[src/rtl/hht_col_writeback.sv]
// Column write-back stage: buffers transformed column elements in a small FIFO and
// writes them to consecutive memory addresses, pulsing done once per finished column.
module hht_col_writeback #(
    parameter int DATA_W = 32,
    parameter int DEPTH  = 8
) (
    input  logic                     Clk,
    input  logic                     Rst,
    input  logic                     start,
    input  logic [31:0]              out_base,
    input  logic [31:0]              csize,
    input  logic                     in_valid,
    input  logic [DATA_W-1:0]        in_data,
    output logic                     in_ready,
    output logic                     wr_en,
    output logic [31:0]              wr_addr,
    output logic [DATA_W-1:0]        wr_data,
    input  logic                     wr_ack,
    output logic                     busy,
    output logic                     done,
    output logic [$clog2(DEPTH):0]   level
);

    localparam int AW = $clog2(DEPTH);
    localparam int LW = AW + 1;

    typedef enum logic [1:0] {
        ST_IDLE,
        ST_RUN,
        ST_DONE
    } state_t;

    state_t            state_q, state_d;
    logic [31:0]       base_q, base_d;
    logic [31:0]       csize_q, csize_d;
    logic [31:0]       in_cnt_q, in_cnt_d;
    logic [31:0]       wr_idx_q, wr_idx_d;
    logic [AW-1:0]     wr_ptr_q, wr_ptr_d;
    logic [AW-1:0]     rd_ptr_q, rd_ptr_d;
    logic [LW-1:0]     count_q, count_d;
    logic [DATA_W-1:0] mem_q [DEPTH];

    logic full;
    logic empty;
    logic push;
    logic pop;

    assign full  = (count_q == LW'(DEPTH));
    assign empty = (count_q == '0);

    // Handshakes depend only on registered state, never on in_valid or wr_ack.
    assign in_ready = (state_q == ST_RUN) && !full && (in_cnt_q < csize_q);
    assign wr_en    = (state_q == ST_RUN) && !empty;
    assign push     = in_valid && in_ready;
    assign pop      = wr_en && wr_ack;

    assign wr_addr = wr_en ? (base_q + wr_idx_q) : '0;
    assign wr_data = wr_en ? mem_q[rd_ptr_q] : '0;
    assign busy    = (state_q == ST_RUN);
    assign done    = (state_q == ST_DONE);
    assign level   = count_q;

    always_comb begin
        state_d  = state_q;
        base_d   = base_q;
        csize_d  = csize_q;
        in_cnt_d = in_cnt_q;
        wr_idx_d = wr_idx_q;
        wr_ptr_d = wr_ptr_q;
        rd_ptr_d = rd_ptr_q;
        count_d  = count_q;

        case (state_q)
            ST_IDLE: begin
                if (start) begin
                    base_d   = out_base;
                    csize_d  = csize;
                    in_cnt_d = '0;
                    wr_idx_d = '0;
                    wr_ptr_d = '0;
                    rd_ptr_d = '0;
                    count_d  = '0;
                    state_d  = (csize != 32'd0) ? ST_RUN : ST_DONE;
                end
            end
            ST_RUN: begin
                if (push) begin
                    wr_ptr_d = wr_ptr_q + AW'(1);
                    in_cnt_d = in_cnt_q + 32'd1;
                end
                if (pop) begin
                    rd_ptr_d = rd_ptr_q + AW'(1);
                    wr_idx_d = wr_idx_q + 32'd1;
                end
                if (push && !pop) begin
                    count_d = count_q + LW'(1);
                end else if (pop && !push) begin
                    count_d = count_q - LW'(1);
                end
                // Every accepted element has been written once the final pop lands.
                if (pop && ((wr_idx_q + 32'd1) == csize_q)) begin
                    state_d = ST_DONE;
                end
            end
            ST_DONE: begin
                state_d = ST_IDLE;
            end
            default: begin
                state_d = ST_IDLE;
            end
        endcase
    end

    always_ff @(posedge Clk or posedge Rst) begin
        if (Rst) begin
            state_q  <= ST_IDLE;
            base_q   <= '0;
            csize_q  <= '0;
            in_cnt_q <= '0;
            wr_idx_q <= '0;
            wr_ptr_q <= '0;
            rd_ptr_q <= '0;
            count_q  <= '0;
        end else begin
            state_q  <= state_d;
            base_q   <= base_d;
            csize_q  <= csize_d;
            in_cnt_q <= in_cnt_d;
            wr_idx_q <= wr_idx_d;
            wr_ptr_q <= wr_ptr_d;
            rd_ptr_q <= rd_ptr_d;
            count_q  <= count_d;
        end
    end

    // Storage is not reset; stale entries are unreachable because wr_data is gated by wr_en.
    always_ff @(posedge Clk) begin
        if (push) begin
            mem_q[wr_ptr_q] <= in_data;
        end
    end

endmodule
[config.mk]
export PLATFORM = sky130hd
export DESIGN_NAME = hht_col_writeback
export DESIGN_NICKNAME = d
export VERILOG_FILES = /design/src/rtl/hht_col_writeback.sv
export SDC_FILE = /design/constraint.sdc
export NUM_CORES = 1
export LEC_CHECK = 0
export ABC_AREA = 1
export CORE_MARGIN = 5
export CORE_UTILIZATION = 59
export DETAILED_ROUTE_END_ITERATION = 10
export GPL_TIMING_DRIVEN = 1
export MAX_ROUTING_LAYER = met4
export PLACE_DENSITY_LB_ADDON = 0.12
export RECOVER_POWER = 50
export SLEW_MARGIN = 10
export SYNTH_ARGS = -nofsm -noshare
export SYNTH_HDL_FRONTEND = slang
export SYNTH_SLANG_ARGS = --single-unit
export TNS_END_PERCENT = 30
[constraint.sdc]
create_clock -name Clk -period 5.8 [get_ports Clk]
set_input_delay 1.16 -clock Clk [delete_from_list [all_inputs] [get_ports Clk]]
set_output_delay 1.16 -clock Clk [all_outputs]
set_load 0.05 [all_outputs]
==> impl_metrics.yaml <==
timing:
  worst_slack_ps: 635
  finClkSkew_ps: 25.6
  max_freq_mhz: 194
  grt_setup_unrepaired: "no"
  period_needed_ps: 5170
  tightestPinTransition_ps: 3560
  finalCritPeriodShare_pct: 89.1
  relSlewSlack_pct: -139
  setup_viol: 0
  hold_violations: 0
  slew_violations: 200
  tns_ps: 0
clocking:
  clockBufferDepth: 3
  cts_tree: "built"
  insertion_delay_ps: 580
  hold_buffers: 0
  cts_htree_levels: 2
  cts_sinks: 396
  cts_buffers: 42
  cts_resized: 0
  cts_setup_buffers: 0
  clock-root-buffer: "clkbuf_16"
  clk_pin_slew_ps: 70
global_route:
  grt_pass1_vias: 17000
  grt_pass1_wl_mm: 89.4
  track_usage_pct: 29.8
  grt_max_degree: 75
  grt_overflow_total: 0
  antenna_found_initial: 5
critical_path:
  startpoint: "wr_idx_q[0]"
  critPathMaxStageDelay_ps: 840
  path_max_fanout: 7
  cp_cell_sequence: "ha_1, fa_1, nand2_1, nand2_1, o21ai_0, o21ai_1, inv_1, o21ai_1, nand2_1, nand2_1, nand3_1, nand2_1, nor2_1, nor3b_1, clkdlybuf4s50_1"
  endpoint: "wr_addr[28]"
  r2r-end: "level[2]"
  reg2regPathDepth: 5
  r2r-start: "state_q[1]"
  r2r_setup_slack_ps: 1480
  crit_buf_inv: 2
  crit_type: "flip-flop to output pin"
  worstPathArrival_ps: 4010
  critical_path_depth: 15
  cp-end-kind: "output pin"
  cpMaxStageDelayCell: "clkdlybuf4s50_1"
  crit_required_ps: 4640
  critPathMostFrequentCell: "nand2_1"
  critPathLaunchType: "flip-flop"
  crit_family: "buffers and inverters"
floorplanning:
  initial_utilization_pct: 59.6
  dieArea_um2: 38500
  dieHeight_um: 196
  ios: 173
  coreArea_um2: 34400
  die_w_um: 196
  rows: 68
flow_run:
  cap_violations: 3
finish:
  utilization_pct: 69.9
  final_cell_mix: "460 x nand2_1, 350 x nor2_1, 272 x o21ai_0"
  final_common_cell: "nand2_1"
  syn_to_final_growth_pct: 17.3
  nets: 2644
  drive_gt1_share_pct: 5.23
drt:
  ant_nets: 0
  drc: 0
  vias_per_cell: 5.86
  firstDrtPassIters: 6
  finalWirelength_mm: 56.6
  routedWlPerCell_um: 19.1
  dr.first_iter.drc_count: 1313
  vias: 17400
pwr:
  vdd_drop_max_v: 0.000565
  power_density_nw_per_um2: 552
  finalPower_mw: 13.3
  leakage_nw: 9.70
synthesis:
  synth.distinct_cells: 46
  yosys_warnings: 0
  async_flop_share_pct: 35.4
  synth_area_um2: 20500
  synth.net_count: 2486
  seq_area_frac_synth_pct: 54.6
  syn-mean-instance-area_um2: 8.85
  netlist_instances: 2315
  synth_edf_count: 256
  synth_ff_type: "edfxtp_1"
  ys_ff_latch: 396
place:
  gp_congestion: 0.949
  io_buffer_count: 172
  hpwl_mm: 38.3
  pre_cts_slack_ps: 1270
status:
  violations: "capacitance limit, slew limit"
  outcome: "complete, but fails checks"
hold_path:
  hp-class: "flip-flop to flip-flop"
## sequential cells by signal (all words and copies together) (netlist names)
| name | count |
|---|---|
| in_cnt_q | 32 |
| level | 4 |
| wr_idx_q | 32 |
| wr_ptr_q | 3 |
| base_q | 32 |
| mem_q | 256 |
| state_q | 2 |
| csize_q | 32 |
| rd_ptr_q | 3 |
## worst min-delay path, cell delays in order, from the launching register on
cell     delay, ps
dfrtp_1        350
nand2_1         60
nand2_1         50
## report_power, final
part | leakage [nW] | internal, mW | switching [mW] | total [mW]
logic | 4.91 | 2.02 | 4.53 | 6.55
clock network | 0.644 | 1.46 | 1.14 | 2.60
registers | 4.14 | 3.58 | 0.540 | 4.12
total | 9.70 | 7.06 | 6.21 | 13.3
## cell families (layout without fill, tap and decap cells)
group	Yosys count	count (layout)	share of synthesized area, %
AO/OA/AOI/OAI	475	475	12.5
XOR/XNOR	29	29	1.31
adder cells (fa/ha/maj)	70	70	4.35
flip-flops	396	396	54.6
AND/OR/NAND/NOR	1053	1053	21.8
buffers and inverters	292	483	5.37
other	0	5	0
## cell usage after synthesis, types with 2 or more instances
master / count / area [um^2]
xnor2_1: 4 / 35.0
nor2_4: 6 / 67.6
buf_2: 3 / 15.0
nor3_1: 40 / 200
clkbuf_1: 77 / 289
o21ai_0: 272 / 1360
xor2_1: 24 / 210
o21a_1: 4 / 30.0
o21ai_1: 5 / 25.0
inv_2: 4 / 15.0
nor4_1: 10 / 62.6
o221ai_1: 5 / 43.8
o21ai_2: 3 / 26.3
nor2_1: 352 / 1320
nand3b_1: 3 / 22.5
nand4_1: 37 / 231
edfxtp_1: 256 / 7690
a21o_1: 3 / 22.5
o22ai_1: 56 / 350
nor3b_1: 3 / 22.5
dfrtp_1: 140 / 3500
nand2_4: 4 / 45.0
ha_1: 68 / 851
a21boi_0: 3 / 22.5
nand2_1: 461 / 1730
a21oi_1: 82 / 410
and3_1: 3 / 18.8
a31oi_1: 36 / 225
nand3_2: 2 / 20.0
fa_1: 2 / 40.0
nor2_8: 3 / 60.1
buf_1: 3 / 11.3
nand3_1: 116 / 581
nor2_2: 4 / 25.0
inv_1: 205 / 769
nand2_2: 6 / 37.5
## layout make-up
| type | instances | area, um^2 |
|---|---|---|
| flip-flops and latches | 396 | 11200 |
| fillers | 2674 | 10300 |
| multi-input cells | 1627 | 8240 |
| repair buffers | 197 | 1910 |
| clock buffers | 52 | 1110 |
| inverters | 209 | 787 |
| well taps | 455 | 569 |
| clock inverters | 25 | 209 |
| diodes | 5 | 12.5 |
## per-stage QoR
step	std cells	hold WS, ps	cell area, um^2
after floorplan	2315	455	20500
after global placement	2884	476	22700
after detailed placement	2884	472	22700
after CTS	2961	493	24000
after global routing	2966	525	24000
final	2966	492	24000
## worst min-delay path by stage
stage / from / end / depth (start not counted)
after floorplan: base_q[0] / base_q[0] / 2
after global placement: base_q[17] / base_q[17] / 2
after detailed placement: base_q[22] / base_q[22] / 2
after CTS: base_q[5] / base_q[5] / 2
after global routing: base_q[6] / base_q[6] / 2
final: base_q[5] / base_q[5] / 2
## layer usage
layer / up-vias / track usage, % / part of all wire (%)
met5: - / - / 0
met4: 0 / 11.4 / 3.9
met3: 144 / 4.59 / 6.6
met2: 647 / 49.3 / 49
met1: 8330 / 37.4 / 41
li1: 8268 / - / -
No activity file was read; power rests on OpenSTA's default activity.
